<file path="config.mk">
export PLATFORM = sky130hd
export DESIGN_NAME = mcntrl_page_sequencer
export DESIGN_NICKNAME = d
export VERILOG_FILES = /design/src/rtl/mcntrl_seq_pkg.sv /design/src/rtl/mcntrl_page_credit.sv /design/src/rtl/mcntrl_page_sequencer.sv
export SDC_FILE = /design/constraint.sdc
export NUM_CORES = 1
export LEC_CHECK = 0
export CAP_MARGIN = 20
export CORE_MARGIN = 4
export CORE_UTILIZATION = 53
export DETAILED_ROUTE_END_ITERATION = 10
export PLACE_DENSITY = 0.93
export SYNTH_ARGS = -nofsm -noshare
export SYNTH_HDL_FRONTEND = slang
export SYNTH_SLANG_ARGS = --single-unit
export TNS_END_PERCENT = 10
</file>
<file path="constraint.sdc">
create_clock -name mclk -period 3.8 [get_ports mclk]
set_input_delay 1.14 -clock mclk [delete_from_list [all_inputs] [get_ports mclk]]
set_output_delay 1.14 -clock mclk [all_outputs]
set_load 0.02 [all_outputs]
</file>
<file path="src/rtl/mcntrl_seq_pkg.sv">
// Shared definitions for the memory-channel page sequencer:
// FSM states, command register addresses and mode-register bit positions.
package mcntrl_seq_pkg;

    typedef enum logic [1:0] {
        SEQ_IDLE  = 2'd0,
        SEQ_START = 2'd1,
        SEQ_RUN   = 2'd2,
        SEQ_GAP   = 2'd3
    } seq_state_e;

    localparam logic [3:0] SEQ_ADDR_MODE    = 4'h0;
    localparam logic [3:0] SEQ_ADDR_NFRAMES = 4'h1;

    localparam int MODE_RUN   = 0;
    localparam int MODE_CLEAR = 1;
    localparam int MODE_STOP  = 2;

endpackage

</file>
<file path="src/rtl/mcntrl_page_credit.sv">
// Buffer occupancy and page-release bookkeeping for one channel: tracks filled
// pages, paces next_page from consumer releases and raises sticky over/underrun.
module mcntrl_page_credit #(
    parameter int NUM_PAGES = 4
) (
    input  logic       mclk,
    input  logic       rst_n,
    input  logic       clear,
    input  logic       page_ready,
    input  logic       page_consumed,
    output logic       next_page,
    output logic       suspend,
    output logic [2:0] buffered,
    output logic       overrun,
    output logic       underrun
);

    localparam logic [2:0] FULL = 3'(NUM_PAGES);

    logic [2:0] pend_rel;
    logic       emit;

    // A release is forwarded only if the previous cycle was not a pulse,
    // so consecutive pulses are always separated by one idle cycle.
    assign emit = (pend_rel != 3'd0) && !next_page;

    // NOTE: state registers use non-blocking assignments so every register
    // samples the pre-edge values of the others, independent of statement order.
    always_ff @(posedge mclk or negedge rst_n) begin
        if (!rst_n) begin
            buffered  <= 3'd0;
            pend_rel  <= 3'd0;
            next_page <= 1'b0;
            suspend   <= 1'b0;
            overrun   <= 1'b0;
            underrun  <= 1'b0;
        end else begin
            next_page <= emit;
            suspend   <= (buffered >= FULL);

            if (clear) begin
                overrun  <= 1'b0;
                underrun <= 1'b0;
            end

            if (page_ready && !page_consumed) begin
                if (buffered == FULL) overrun <= 1'b1;
                else                  buffered <= buffered + 3'd1;
            end else if (page_consumed && !page_ready) begin
                if (buffered == 3'd0) underrun <= 1'b1;
                else                  buffered <= buffered - 3'd1;
            end

            if (page_consumed && !emit) begin
                if (pend_rel != FULL) pend_rel <= pend_rel + 3'd1;
            end else if (!page_consumed && emit) begin
                pend_rel <= pend_rel - 3'd1;
            end
        end
    end

endmodule

</file>
<file path="src/rtl/mcntrl_page_sequencer.sv">
// Autonomous frame/page sequencer for one memory channel: starts N frames (or runs
// continuously), spaces them by FRAME_GAP cycles and exports a status payload.
module mcntrl_page_sequencer
    import mcntrl_seq_pkg::*;
#(
    parameter int         FRAME_HEIGHT_BITS = 16,
    parameter int         NUM_PAGES         = 4,
    parameter int         PAGE_BITS         = 4,
    parameter int         FRAME_GAP         = 8,
    parameter logic [3:0] SEQ_MODE_ADDR     = SEQ_ADDR_MODE,
    parameter logic [3:0] SEQ_NFRAMES_ADDR  = SEQ_ADDR_NFRAMES
) (
    input  logic                                   mclk,
    input  logic                                   rst_n,
    input  logic                                   cmd_we,
    input  logic [3:0]                             cmd_a,
    input  logic [7:0]                             cmd_data,
    input  logic                                   page_consumed,
    output logic                                   frame_start,
    output logic                                   next_page,
    output logic                                   suspend,
    input  logic                                   page_ready,
    input  logic                                   frame_done,
    input  logic [FRAME_HEIGHT_BITS-1:0]           line_unfinished,
    output logic [FRAME_HEIGHT_BITS+PAGE_BITS+5:0] status
);

    localparam logic [7:0] GAP_LOAD = 8'(FRAME_GAP - 1);

    seq_state_e           state, state_nxt;
    logic [7:0]           nframes, frames_left, gap_cnt;
    logic [PAGE_BITS-1:0] page_cnt;
    logic                 stop_pend;
    logic                 mode_we, run_cmd, halt_cmd, stop_set, clear_cmd, last_frame;
    logic [2:0]           buffered;
    logic                 overrun, underrun;

    assign mode_we    = cmd_we && (cmd_a == SEQ_MODE_ADDR);
    assign run_cmd    = mode_we && cmd_data[MODE_RUN];
    assign halt_cmd   = mode_we && !cmd_data[MODE_RUN];
    assign stop_set   = mode_we && (cmd_data[MODE_STOP] || !cmd_data[MODE_RUN]);
    assign clear_cmd  = mode_we && cmd_data[MODE_CLEAR];
    // frames_left of 0 means continuous: it is never decremented to reach 0.
    assign last_frame = stop_pend || stop_set || (frames_left == 8'd1);

    // NOTE: every combinational output gets a default first, so no path
    // through the case statement can leave it unassigned and infer a latch.
    always_comb begin
        state_nxt = state;
        case (state)
            SEQ_IDLE:  if (run_cmd) state_nxt = SEQ_START;
            SEQ_START: state_nxt = halt_cmd ? SEQ_IDLE : SEQ_RUN;
            SEQ_RUN: begin
                if (frame_done) begin
                    if (last_frame)         state_nxt = SEQ_IDLE;
                    else if (FRAME_GAP > 1) state_nxt = SEQ_GAP;
                    else                    state_nxt = SEQ_START;
                end
            end
            SEQ_GAP: begin
                if (stop_pend || stop_set) state_nxt = SEQ_IDLE;
                else if (gap_cnt <= 8'd1)  state_nxt = SEQ_START;
            end
            default: state_nxt = SEQ_IDLE;
        endcase
    end

    always_ff @(posedge mclk or negedge rst_n) begin
        if (!rst_n) begin
            state       <= SEQ_IDLE;
            frame_start <= 1'b0;
            nframes     <= 8'd0;
            frames_left <= 8'd0;
            gap_cnt     <= 8'd0;
            page_cnt    <= '0;
            stop_pend   <= 1'b0;
        end else begin
            state       <= state_nxt;
            frame_start <= (state == SEQ_START) && (state_nxt == SEQ_RUN);

            if (cmd_we && (cmd_a == SEQ_NFRAMES_ADDR)) nframes <= cmd_data;

            if (state == SEQ_IDLE && run_cmd)
                frames_left <= nframes;
            else if (state == SEQ_RUN && frame_done && state_nxt != SEQ_IDLE && frames_left != 8'd0)
                frames_left <= frames_left - 8'd1;

            // The START cycle plus GAP_LOAD GAP cycles give FRAME_GAP idle cycles.
            if (state_nxt == SEQ_GAP && state != SEQ_GAP) gap_cnt <= GAP_LOAD;
            else if (state == SEQ_GAP)                    gap_cnt <= gap_cnt - 8'd1;

            if (clear_cmd || state == SEQ_START)  page_cnt <= '0;
            else if (state == SEQ_RUN && page_ready) page_cnt <= page_cnt + 1'b1;

            if (state_nxt == SEQ_IDLE) stop_pend <= 1'b0;
            else if (stop_set)         stop_pend <= 1'b1;
        end
    end

    mcntrl_page_credit #(
        .NUM_PAGES(NUM_PAGES)
    ) u_credit (
        .mclk         (mclk),
        .rst_n        (rst_n),
        .clear        (clear_cmd),
        .page_ready   (page_ready),
        .page_consumed(page_consumed),
        .next_page    (next_page),
        .suspend      (suspend),
        .buffered     (buffered),
        .overrun      (overrun),
        .underrun     (underrun)
    );

    assign status = {overrun, underrun, (state != SEQ_IDLE), buffered, page_cnt, line_unfinished};

endmodule

</file>
Word level (Yosys, flattened, before mapping)
Index checks and enable logic that the tools add are counted.

operators by class
  $add $sub $neg = 7
  multipliers = 0
  divide/modulo/power cells = 0
  order comparisons = 2
  equal/unequal tests = 13
  shifts and indexed selects = 0
  muxes and demuxes = 29
  bitwise gates (word level) = 0
  reductions and logical operators = 43

operators with widths
  cell                                                                   count
  8-bit 2-to-1 mux                                                       4
  3-bit 2-to-1 mux                                                       7
  1-bit logical AND                                                      18
  2-bit nonzero test                                                     8
  8-bit by 1-bit subtractor with 8-bit output, second input constant     2
  2-bit 2-to-1 mux                                                       6
  1-bit 2-to-1 mux                                                       9
  2-bit == test, second input constant                                   4
  8-bit by 1-bit == test with 1-bit output, second input constant        1
  8-bit by 1-bit <= comparator with 1-bit output, second input constant  1
  4-bit 2-to-1 mux                                                       2
  2-bit one-hot mux with 4 select lines                                  1
  8-bit nonzero test                                                     1
  3-bit by 1-bit adder with 3-bit output, second input constant          2
  2-bit inequality test, second input constant                           3
  3-bit by 1-bit subtractor with 3-bit output, second input constant     2
  1-bit zero test                                                        5
  4-bit by 1-bit adder with 4-bit output, second input constant          1
  4-bit by 1-bit == test with 1-bit output, second input constant        1
  2-bit zero test                                                        2
  4-bit zero test                                                        1
  1-bit logical OR                                                       4
  3-bit == test, second input constant                                   1
  3-bit greater-or-equal comparator, second input constant               1
  7 further kinds                                                        7

word-level totals
  register bits after elaboration = 42
  bits in latches = 0
  bits in writable memories = 0
  memory bits (read-only) = 0
  bits of input ports = 34
  output and inout bits = 29
  word-level logic and storage cells = 107
  memories = 0

Depth between registers and ports, before layout
Gate-level depths: netlist of run 1.

  depth in word-level cells = 13
  gate-level depth with buffers = 8

Modules after synthesis
A second synthesis of run 1 with hierarchy kept.

unflattened totals
  cell total of the unflattened synthesis = 274
  area, all modules = 2600.0 um^2

modules (own cells, without submodules)
  module                 times used  cells each  area each (um^2)  sequential area each (um^2)
  mcntrl_page_sequencer  1           204         1945.6            800.8
  mcntrl_page_credit     1           70          654.4             250.2

Worst setup path after synthesis of run 1
OpenSTA, ideal clock, no wires.

  path kind = input to register
  start point = input page_consumed
  end point = register u_credit.pend_rel[2]
  setup time = 0.130 ns
  data arrival time = 2.639 ns
  required time = 3.670 ns
  setup slack = 1.031 ns
  stages on the path = 8
  path through = clkbuf_1 clkbuf_1 o21ai_0 fa_1 nor3_1 a21oi_1 a32oi_1 o21ai_0

on the way
  word-level cells in the longest chain between the ends = 4

ends and longest elaborated chain
  item                                  line                         source
  from (decl)                           mcntrl_page_sequencer.sv:18  input logic page_consumed,
  1-bit zero test                       mcntrl_page_credit.sv:56     end else if (!page_consumed && emit) begin
  1-bit logical AND                     mcntrl_page_credit.sv:56
  2-bit nonzero test (no source line)   n/a
  2-bit AND reduction (no source line)  n/a
  to (signal assigned)                  mcntrl_page_credit.sv:55     if (pend_rel != FULL) pend_rel <= pend_rel + 3'd1;
  to (signal assigned)                  mcntrl_page_credit.sv:57     pend_rel <= pend_rel - 3'd1;
  to (decl)                             mcntrl_page_credit.sv:20     logic [2:0] pend_rel;

Parallel ways exist; a longest one is shown, timed or not.
A chain may end at the register's enable or synchronous reset.

Worst setup path after layout of run 1
  start point = input cmd_a[1]
  end point = register frames_left[3]

on the way
  word-level cells in the longest chain between the ends = 12

ends and longest elaborated chain
  item                                   line                                                      source
  from (decl)                            mcntrl_page_sequencer.sv:16                               input logic [3:0] cmd_a,
  4-bit zero test *                      mcntrl_page_sequencer.sv:38                               assign mode_we = cmd_we && (cmd_a == SEQ_MODE_ADDR);
  1-bit logical AND *                    mcntrl_page_sequencer.sv:38
  1-bit logical AND                      mcntrl_page_sequencer.sv:41                               assign stop_set = mode_we && (cmd_data[MODE_STOP] || !cmd_data[MODE_RUN]);
  1-bit logical OR                       mcntrl_page_sequencer.sv:44, mcntrl_page_sequencer.sv:61
  1-bit logical OR                       mcntrl_page_sequencer.sv:44                               assign last_frame = stop_pend || stop_set || (frames_left == 8'd1);
  2-bit 2-to-1 mux                       mcntrl_page_sequencer.sv:55                               if (last_frame) state_nxt = SEQ_IDLE;
  2-bit 2-to-1 mux                       mcntrl_page_sequencer.sv:54                               if (frame_done) begin
  2-bit one-hot mux with 4 select lines  mcntrl_page_sequencer.sv:50                               case (state)
  2-bit nonzero test                     mcntrl_page_sequencer.sv:85                               else if (state == SEQ_RUN && frame_done && state_nxt != SEQ_IDLE && frames_left != 8'd0)
  1-bit logical AND (2 in series)        mcntrl_page_sequencer.sv:85
  2-bit nonzero test (no source line)    n/a
  to (signal assigned)                   mcntrl_page_sequencer.sv:84                               frames_left <= nframes;
  to (signal assigned)                   mcntrl_page_sequencer.sv:86                               frames_left <= frames_left - 8'd1;
  to (decl)                              mcntrl_page_sequencer.sv:31                               logic [7:0] nframes, frames_left, gap_cnt;

Every way passes the cells marked *; elsewhere a longest branch is shown, timed or not.

==> results of run 1 <==
worst reg2reg max path: stages (launching register included):
cell                       delay (ns)
sky130_fd_sc_hd__dfrtp_1         0.41
sky130_fd_sc_hd__inv_1           0.13
sky130_fd_sc_hd__ha_1            0.15
sky130_fd_sc_hd__nor3b_1         0.33
sky130_fd_sc_hd__a21oi_2         0.13
sky130_fd_sc_hd__a211oi_4        0.40
sky130_fd_sc_hd__and3_1          0.26
sky130_fd_sc_hd__a21oi_1         0.05
sky130_fd_sc_hd__o221a_1         0.22
synthesized netlist by cell type (3+ instances only):
library cell / n
sky130_fd_sc_hd__inv_1: 10
sky130_fd_sc_hd__nand3_1: 8
sky130_fd_sc_hd__xor2_1: 4
sky130_fd_sc_hd__nor2_1: 22
sky130_fd_sc_hd__mux2_2: 8
sky130_fd_sc_hd__nor3_1: 9
sky130_fd_sc_hd__a21oi_1: 16
sky130_fd_sc_hd__and3_1: 3
sky130_fd_sc_hd__and2_1: 3
sky130_fd_sc_hd__nand2_1: 24
sky130_fd_sc_hd__ha_1: 6
sky130_fd_sc_hd__dfrtp_1: 42
sky130_fd_sc_hd__o21ai_1: 3
sky130_fd_sc_hd__nand2b_1: 5
sky130_fd_sc_hd__buf_4: 18
sky130_fd_sc_hd__xnor2_1: 5
sky130_fd_sc_hd__o21ai_0: 14
sky130_fd_sc_hd__clkbuf_1: 7
layer usage:
| layer | vias up | routed length (um) | global-route usage, % |
|---|---|---|---|
| met5 | - | 0 | 0 |
| met4 | 0 | 78 | 5.83 |
| met3 | 11 | 225 | 3.83 |
| met2 | 41 | 2190 | 27.7 |
| li1 | 907 | - | - |
| met1 | 906 | 2100 | 22.2 |
cells by family after synthesis:
family          share of synthesized area [%]
compound gates                           17.6
xor+xnor                                 3.23
flops                                    43.1
buf+inv                                  8.15
mux                                      4.10
simple gates                             19.1
fa+ha+maj                                4.72
power groups by stage:
stage	combinational [mW]	sequential, mW	clock [mW]
after floorplan	0.643	0.826	0
after global placement	0.848	0.826	0
after global routing	0.983	0.861	0.299
after detailed placement	0.890	0.833	0
after CTS	0.895	0.827	0.277
final	0.889	0.830	0.270
path summary, 6_finish.rpt:
path                                    endpoint  slack [ns]        startpoint
worst max-delay path              frames_left[3]        0.82          cmd_a[1]
worst min-delay path            u_credit.overrun        0.49  u_credit.overrun
worst max register to register    frames_left[3]        1.60    frames_left[1]
worst min register to register  u_credit.overrun        0.49  u_credit.overrun
max in group asynchronous             nframes[2]        2.24             rst_n
min in group asynchronous             gap_cnt[0]        0.98             rst_n
cell type report:
| cell class | count | area (sq um) | share of cell area, % |
|---|---|---|---|
| clock buffers | 5 | 68.8 | 2.52 |
| inverters | 10 | 37.5 | 1.37 |
| well taps | 52 | 65.1 | 2.38 |
| flip-flops and latches | 42 | 1050 | 38.5 |
| repair buffers | 32 | 310 | 11.4 |
| multi-input cells | 176 | 1190 | 43.5 |
| clock inverters | 2 | 10.0 | 0.366 |
flip-flops by register name, indices dropped and copies added (netlist names):
register            count
u_credit.buffered       3
page_cnt                4
u_credit.overrun        1
nframes                 8
u_credit.pend_rel       3
stop_pend               1
u_credit.suspend        1
gap_cnt                 8
frames_left             8
u_credit.next_page      1
frame_start             1
state                   2
u_credit.underrun       1
through the flow:
step | instance area (sq um) | std cells | worst slack, ns
after CTS | 2730 | 319 | 0.829
after global placement | 2650 | 312 | 0.586
after floorplan | 2440 | 253 | 1.03
after detailed placement | 2650 | 312 | 0.518
final | 2730 | 319 | 0.824
after global routing | 2730 | 319 | 0.724
==> impl_metrics.py, run 1 <==
metrics = {
    "placement": {
        "buffer_ports.inserted": 30,
        "gp_routability_congestion": 0.919,
        "dp_hpwl_um": 3410,
    },
    "route": {
        "detail-route-antenna-nets": 0,
        "detail_route.wirelength_um": 4590,
        "drt-pass1-iter-count": 4,
        "wire_per_inst_um": 14.4,
        "drt_first_iter_violations": 118,
        "dr_total_vias": 1865,
        "post_drt_via_cell_ratio": 5.85,
        "detail_route.drc_violations": 0,
    },
    "clocking": {
        "post_cts.repair.setup_buffers": 0,
        "clk_latency_ns": 0.29,
        "clock-sinks": 42,
        "cts.repair.resized": 0,
        "clock-root-buffer": "sky130_fd_sc_hd__clkbuf_8",
        "cts_h_tree_depth": 2,
        "cts_buffer_depth": 2,
        "cts.hold.buffers_added": 0,
        "clk_pin_slew_worst_paths_ns": 0.08,
        "cts_tree": "built",
        "numCtsBuffers": 5,
    },
    "power_and_ir_drop": {
        "clock_power_share_pct": 13.6,
        "power-per-cell-area_nw_per_um2": 728,
        "sequentialPowerShare_pct": 41.7,
        "p_comb_share_pct": 44.7,
        "fin_total_pwr_mw": 1.99,
        "power.share.switching_pct": 41.8,
        "leakage_nw": 1.13,
        "power_switching_mw": 0.832,
        "p_int_mw": 1.16,
        "worst_ir_drop_vdd_uv": 313,
    },
    "floorplan": {
        "initial_core_util_pct": 55.3,
        "die_w_um": 75.9,
        "core_region_area_sq_um": 4410,
        "die_span_y_um": 75.9,
        "dieArea_sq_um": 5750,
        "io_pins": 63,
        "placement_rows": 24,
    },
    "logic_synthesis": {
        "synth_top_cell_area_share_pct": 43.1,
        "synthArstFlopShare_pct": 100,
        "synth-edff-count": 0,
        "postSynthCellCount": 253,
        "area_contributors_post_synth": "sky130_fd_sc_hd__dfrtp_1, sky130_fd_sc_hd__buf_4, sky130_fd_sc_hd__mux2_2",
        "synth.net_count": 295,
        "yosys_most_used_dff": "sky130_fd_sc_hd__dfrtp_1",
        "synth_largest_area_cell": "sky130_fd_sc_hd__dfrtp_1",
        "synth.cell_area_sq_um": 2440,
        "synth_cell_type_count": 53,
        "ys_ff_latch": 42,
        "proportion_of_synthesized_chip_area_in_sequential_cells_pct": 43.1,
        "syn_area_per_cell_sq_um": 9.64,
        "synth-warning-count": 0,
    },
    "worst_setup_path": {
        "critPathRequiredTime_ns": 3.98,
        "timing.critical_path.cells": "clkdlybuf4s50_1, nor4b_4, a31oi_4, a211oi_4, and3_1, a21oi_1, o221a_1",
        "worst-path-stages": 7,
        "critical-path-top-delay-family": "compound AO/OA/AOI/OAI gates",
        "slowest_stage": "sky130_fd_sc_hd__nor4b_4",
        "setup.worst_path.class": "primary input to flop",
        "crit_fanout": 7,
        "rr_worst_depth": 8,
        "critical_path.endpoint_type": "flop",
        "critPathMaxStageDelay_ns": 0.46,
        "worst_ep_arrival_time_ns": 3.16,
        "worstPathBufferInverterCount": 1,
        "cp-start-kind": "primary input",
    },
    "global_route": {
        "overflow": 0,
        "number_of_global_route_vias_before_repair": 1735,
        "antenna_violations_before_repair": 0,
        "grtUsageTotal_pct": 17.0,
        "grt_max_degree": 43,
        "grt_pass1_wl_um": 7520,
    },
    "cells_and_area": {
        "nets": 309,
        "layout.core_utilization_pct": 61.9,
        "antennaDiodeCount": 0,
        "post_route_cells_drive_above_1_share_pct": 11.2,
        "syn_to_final_growth_pct": 12.0,
        "layout.cells.most_common_list": "sky130_fd_sc_hd__dfrtp_1, sky130_fd_sc_hd__clkdlybuf4s50_1, sky130_fd_sc_hd__nand2_1, sky130_fd_sc_hd__nor2_1, sky130_fd_sc_hd__a21oi_1",
        "num-fill-cells": 349,
        "final_common_cell": "sky130_fd_sc_hd__dfrtp_1",
    },
    "timing": {
        "final-setup-viol-count": 0,
        "slew-limit-headroom_pct": 38.6,
        "post-route-period-util_pct": 78.3,
        "finalClockSkew_ns": 0.00836,
        "finalCriticalPeriod_ns": 2.98,
        "grt_setup_unrepaired": "no",
        "worst_slew_pin_slew_ns": 0.922,
        "top_achievable_clock_speed_mhz": 336,
        "timing.setup.tns_ns": 0,
        "slew_viol_final": 0,
        "final.hold.worst_slack_ns": 0.491,
        "endpoints_failing_hold": 0,
    },
    "hold_path": {
        "hold_path_class": "flop to flop",
        "min_path_cells": 2,
    },
    "run": {
        "drv_cap": 0,
    },
    "status": {
        "run_status": "complete, no violations",
    },
}
Note: power is estimated with default switching activity, not from simulation.
==> inputs of run 2 (changes only) <==
- CORE_UTILIZATION: 53 -> 44
- PLACE_DENSITY: 0.93 -> 0.83
- clock period: 3.8 -> 2.5 ns (I/O delays scaled with it)
==> run 2 against run 1 <==
  * Hold slack got worse by 0.0041 ns
  * Via count increased by 2.8%
  * Register-to-register slack got worse by 1.2 ns
  * Die area increased by 18%
  * Design area increased by 6.3%
  * Non-clock buffer count increased by 15
  * Setup slack got worse by 0.70 ns
  * Power increased by 65%
  * First-iteration DRC count decreased by 23%
  * Clock power increased by 99%
==> impl_metrics.py, run 2 (synthesis results as in run 1) <==
metrics = {
    "floorplan": {
        "dieArea_sq_um": 6800,
        "io_pins": 63,
        "die_span_y_um": 82.5,
        "core_region_area_sq_um": 5240,
        "placement_rows": 26,
        "die_w_um": 82.5,
        "initial_core_util_pct": 46.6,
    },
    "power_and_ir_drop": {
        "worst_ir_drop_vdd_uv": 645,
        "p_comb_share_pct": 44.8,
        "sequentialPowerShare_pct": 38.8,
        "fin_total_pwr_mw": 3.27,
        "power_switching_mw": 1.33,
        "p_int_mw": 1.95,
        "power-per-cell-area_nw_per_um2": 1130,
        "clock_power_share_pct": 16.4,
        "leakage_nw": 1.21,
        "power.share.switching_pct": 40.5,
    },
    "timing": {
        "slew-limit-headroom_pct": 63.6,
        "endpoints_failing_hold": 0,
        "slew_viol_final": 0,
        "top_achievable_clock_speed_mhz": 420,
        "post-route-period-util_pct": 95.2,
        "timing.setup.tns_ns": 0,
        "final.hold.worst_slack_ns": 0.487,
        "finalCriticalPeriod_ns": 2.38,
        "worst_slew_pin_slew_ns": 0.546,
        "finalClockSkew_ns": 0.00915,
        "grt_setup_unrepaired": "no",
        "final-setup-viol-count": 0,
    },
    "route": {
        "drt_first_iter_violations": 91,
        "wire_per_inst_um": 14.5,
        "drt-pass1-iter-count": 4,
        "detail-route-antenna-nets": 0,
        "dr_total_vias": 1917,
        "detail_route.drc_violations": 0,
        "detail_route.wirelength_um": 5120,
        "post_drt_via_cell_ratio": 5.43,
    },
    "worst_setup_path": {
        "worst_ep_arrival_time_ns": 1.63,
        "setup.worst_path.start": "state[1]",
        "crit_fanout": 8,
        "rr_endpoint": "frames_left[1]",
        "critPathRequiredTime_ns": 1.75,
        "rrSetupSlack_ns": 0.42,
        "worst_r2r_startpoint": "frames_left[1]",
        "cp-start-kind": "flop",
        "critical_path.endpoint_type": "output pin",
        "setup.worst_path.class": "flop to output pin",
        "rr_worst_depth": 8,
    },
    "placement": {
        "gp_routability_congestion": 0.894,
        "buffer_ports.inserted": 30,
        "dp_hpwl_um": 3720,
        "placed_area_sq_um": 2780,
    },
    "cells_and_area": {
        "reg_top3": "frames_left x8, gap_cnt x8, nframes x8",
        "layout.cells.most_common_list": "sky130_fd_sc_hd__dfrtp_1, sky130_fd_sc_hd__clkdlybuf4s50_1, sky130_fd_sc_hd__nand2_1, sky130_fd_sc_hd__nor2_1, sky130_fd_sc_hd__buf_4",
        "post_route_cells_drive_above_1_share_pct": 16.3,
        "nets": 324,
        "final_common_cell": "sky130_fd_sc_hd__dfrtp_1",
        "syn_to_final_growth_pct": 19.0,
        "antennaDiodeCount": 0,
        "final_cell_area_sq_um": 2900,
        "register_area_sq_um": 1050,
        "layout.core_utilization_pct": 55.4,
        "multi_input_area_sq_um": 1190,
        "num-fill-cells": 461,
    },
    "status": {
        "run_status": "complete, no violations",
    },
    "clocking": {
        "cts_h_tree_depth": 2,
        "cts_tree": "built",
        "clk_pin_slew_worst_paths_ns": 0.08,
        "clock-sinks": 42,
        "clock-root-buffer": "sky130_fd_sc_hd__clkbuf_8",
        "clk_latency_ns": 0.30,
        "cts_buffer_depth": 2,
        "numCtsBuffers": 5,
    },
    "hold_path": {
        "holdCritStartpoint": "nframes[5]",
        "whs_endpoint": "frames_left[5]",
        "min_path_cells": 2,
        "hold_path_class": "flop to flop",
    },
    "global_route": {
        "number_of_global_route_vias_before_repair": 1816,
        "grt_max_degree": 43,
        "grtUsageTotal_pct": 16.5,
        "grt_pass1_wl_um": 8430,
        "overflow": 0,
        "antenna_violations_before_repair": 0,
    },
    "run": {
        "drv_cap": 0,
    },
}
-- run 2: how the worst max path moves through the flow --
stage / end / cells after the start
after floorplan: u_credit.pend_rel[2] / 8
final: status[23] / 3
after global placement: frames_left[6] / 8
after global routing: frames_left[7] / 9
after CTS: frames_left[1] / 7
after detailed placement: frames_left[1] / 7
-- run 2: worst max-delay path, cell delays in order, from the launching register on --
cell,delay [ns]
sky130_fd_sc_hd__dfrtp_1,0.45
sky130_fd_sc_hd__nor2_1,0.25
sky130_fd_sc_hd__inv_1,0.08
sky130_fd_sc_hd__clkdlybuf4s50_1,0.54
-- run 2: routing by layer --
metal | up-vias | global-route usage (%) | part of all wire (%)
li1 | 939 | - | -
met1 | 919 | 21.4 | 44
met2 | 53 | 25.9 | 49
met3 | 6 | 5.75 | 6.7
met4 | 0 | 4.82 | 1.0
met5 | - | 0 | 0
-- run 2: power groups by stage --
stage / Clock, mW / Sequential, mW / Combinational, mW
3_5_place_dp: 0 / 1.27 / 1.46
5_1_grt: 0.583 / 1.32 / 1.62
2_1_floorplan: 0 / 1.26 / 0.977
6_report: 0.536 / 1.27 / 1.47
4_1_cts: 0.556 / 1.27 / 1.47
3_3_place_gp: 0 / 1.26 / 1.39
-- run 2: timing repair --
item | CTS | global route
endpoints found under the setup margin | 0 | 2
buffers inserted | 0 | 1
gates resized for setup | 0 | 1
hold buffers | 0 | 0
-- run 2: cell type report --
| class | count | share of cell area (%) |
|---|---|---|
| flip-flops and latches | 42 | 36.2 |
| clock inverters | 2 | 1.29 |
| clock buffers | 6 | 2.50 |
| multi-input cells | 176 | 41.1 |
| inverters | 10 | 1.29 |
| well taps | 70 | 3.02 |
| repair buffers | 47 | 14.6 |
-- run 2: per-stage QoR --
stage               worst slack [ns]  std cells
floorplan                      0.121        253
global placement              -0.204        344
detailed placement            -0.220        344
CTS                           0.0915        352
global route                  0.0244        353
finish                         0.120        353
==> inputs of run 3 (changes only) <==
- GPL_TIMING_DRIVEN: default -> 0
==> run 3 against run 2 <==
  * Clock skew decreased by 0.0014 ns
  * Critical path depth grew 5
  * Maximum frequency fell by 2.4%
  * Setup slack got worse by 0.059 ns
  * Non-clock buffer count is 27 higher
  * Sequential power about the same
  * Final cell count grew 7.4%
  * Global-route usage up 0.43 points
==> impl_metrics.py, run 3 (synthesis results as in run 1) <==
metrics = {
    "timing": {
        "post-route-period-util_pct": 97.6,
        "finalCriticalPeriod_ns": 2.44,
        "finalClockSkew_ns": 0.00779,
        "final-setup-viol-count": 0,
        "slew-limit-headroom_pct": 62.1,
        "final.hold.worst_slack_ns": 0.345,
        "top_achievable_clock_speed_mhz": 410,
        "grt_setup_unrepaired": "yes",
        "endpoints_failing_hold": 0,
        "slew_viol_final": 0,
        "worst_slew_pin_slew_ns": 0.563,
    },
    "worst_setup_path": {
        "worstPathBufferInverterCount": 2,
        "cp-start-kind": "primary input",
        "critical-path-top-delay-family": "compound AO/OA/AOI/OAI gates",
        "worst_ep_arrival_time_ns": 2.62,
        "critPathRequiredTime_ns": 2.68,
        "timing.critical_path.cells": "clkdlybuf4s50_1, nor4b_4, buf_4, a31oi_4, a211oi_4, and3_4, a21oi_1, o221a_1",
        "setup.worst_path.class": "primary input to flop",
        "crit_fanout": 5,
        "critPathMaxStageDelay_ns": 0.44,
        "critical_path.endpoint_type": "flop",
        "slowest_stage": "sky130_fd_sc_hd__clkdlybuf4s50_1",
    },
    "cells_and_area": {
        "antennaDiodeCount": 0,
        "post_route_cells_drive_above_1_share_pct": 18.4,
        "final_common_cell": "sky130_fd_sc_hd__clkdlybuf4s50_1",
        "nets": 351,
        "reg_top3": "frames_left x8, gap_cnt x8, nframes x8",
        "final_cell_area_sq_um": 3140,
        "syn_to_final_growth_pct": 28.5,
        "layout.cells.most_common_list": "sky130_fd_sc_hd__clkdlybuf4s50_1, sky130_fd_sc_hd__dfrtp_1, sky130_fd_sc_hd__nand2_1, sky130_fd_sc_hd__nor2_1, sky130_fd_sc_hd__buf_4",
    },
    "route": {
        "wire_per_inst_um": 14.1,
        "dr_total_vias": 2030,
        "detail_route.wirelength_um": 5360,
        "detail-route-antenna-nets": 0,
        "post_drt_via_cell_ratio": 5.36,
        "detail_route.drc_violations": 0,
        "drt-pass1-iter-count": 4,
        "drt_first_iter_violations": 110,
    },
    "clocking": {
        "clock-root-buffer": "sky130_fd_sc_hd__clkbuf_8",
        "cts.hold.buffers_added": 0,
        "numCtsBuffers": 5,
        "clk_latency_ns": 0.30,
        "cts_h_tree_depth": 2,
        "cts_tree": "built",
        "cts_buffer_depth": 2,
        "clk_pin_slew_worst_paths_ns": 0.08,
        "clock-sinks": 42,
    },
    "power_and_ir_drop": {
        "leakage_nw": 1.32,
        "worst_ir_drop_vdd_uv": 572,
        "power-per-cell-area_nw_per_um2": 1040,
    },
    "floorplan": {
        "dieArea_sq_um": 6800,
        "die_w_um": 82.5,
        "initial_core_util_pct": 46.6,
        "placement_rows": 26,
        "core_region_area_sq_um": 5240,
        "io_pins": 63,
        "die_span_y_um": 82.5,
    },
    "placement": {
        "dp_hpwl_um": 4120,
        "placed_area_sq_um": 3000,
        "buffer_ports.inserted": 46,
        "gp_routability_congestion": 0.846,
    },
    "status": {
        "run_status": "complete, no violations",
    },
    "global_route": {
        "grt_max_degree": 30,
        "overflow": 0,
        "grt_pass1_wl_um": 8770,
        "antenna_violations_before_repair": 0,
        "number_of_global_route_vias_before_repair": 1978,
        "grtUsageTotal_pct": 16.9,
    },
    "run": {
        "drv_cap": 0,
    },
    "hold_path": {
        "hold_path_class": "primary input to async pin",
    },
}
-- run 3: cell count changes in the layout (fill, tap and decap cells not counted), moves of 2 or more --
cell,change
sky130_fd_sc_hd__clkbuf_1,+3
sky130_fd_sc_hd__clkbuf_2,+2
sky130_fd_sc_hd__buf_4,+5
sky130_fd_sc_hd__clkinv_2,+2
sky130_fd_sc_hd__clkdlybuf4s50_1,+14
-- run 3: power by group --
part | switching (mW) | total [mW] | internal (mW)
Sequential | 0.304 | 1.24 | 0.934
Combinational | 0.844 | 1.62 | 0.777
Clock | 0.224 | 0.411 | 0.187
Total | 1.37 | 3.27 | 1.90
-- run 3: metrics by stage --
| stage | std cells | TNS (ns) | power (mW) | setup slack (ns) | utilization (%) |
|---|---|---|---|---|---|
| floorplan | 253 | 0 | 2.23 | 0.121 | - |
| global placement | 369 | -18.73 | 2.65 | -0.664 | 57.0 |
| detailed placement | 370 | -5.22 | 2.74 | -0.780 | 57.3 |
| CTS | 378 | -0.372 | 3.23 | -0.0883 | 59.1 |
| global route | 379 | -0.0361 | 3.52 | -0.0152 | 59.9 |
| finish | 379 | 0 | 3.27 | 0.0612 | 59.9 |
-- run 3: final timing paths --
kind                                        endpoint  slack, ns  cells past startpoint            from
worst max-delay path                  frames_left[3]       0.06                      8        cmd_a[3]
worst min-delay path                      gap_cnt[5]       0.35                      1           rst_n
worst max register to register        frames_left[3]       0.32                      6  frames_left[3]
worst min register to register        frames_left[2]       0.49                      2      nframes[2]
max in group asynchronous       u_credit.pend_rel[2]       1.69                      2           rst_n
min in group mclk                     frames_left[2]       0.49                      2      nframes[2]
-- run 3: final cells by class --
cell class	count	area (sq um)
clock inverter	2	10.0
tap	70	87.6
fill	443	2100
multi-input combinational	176	1220
timing repair buffer	51	503
inverter	10	37.5
clock buffer	5	68.8
sequential	42	1050
buffer	23	155
-- run 3: metal layers --
layer | GRT usage [%] | share of wire (%) | vias to the layer above
met5 | 0 | 0 | -
met4 | 6.81 | 1.6 | 0
met3 | 3.69 | 6.8 | 11
met2 | 28.3 | 50 | 65
met1 | 21.1 | 42 | 966
li1 | - | - | 988
-- run 3: worst reg2reg max path, cell delays in order (launching register included) --
cell                      delay [ns]
sky130_fd_sc_hd__dfrtp_1        0.42
sky130_fd_sc_hd__nor4_2         0.56
sky130_fd_sc_hd__a21oi_1        0.18
sky130_fd_sc_hd__o21ai_2        0.37
sky130_fd_sc_hd__and3_4         0.27
sky130_fd_sc_hd__a21oi_1        0.04
sky130_fd_sc_hd__o221a_1        0.23
-- run 3: repair_timing --
action	4_1_cts	5_1_grt
hold endpoints to repair	0	0
resized for setup	3	7
buffers inserted	2	2
setup endpoints to repair	9	9
pin swaps	2	3
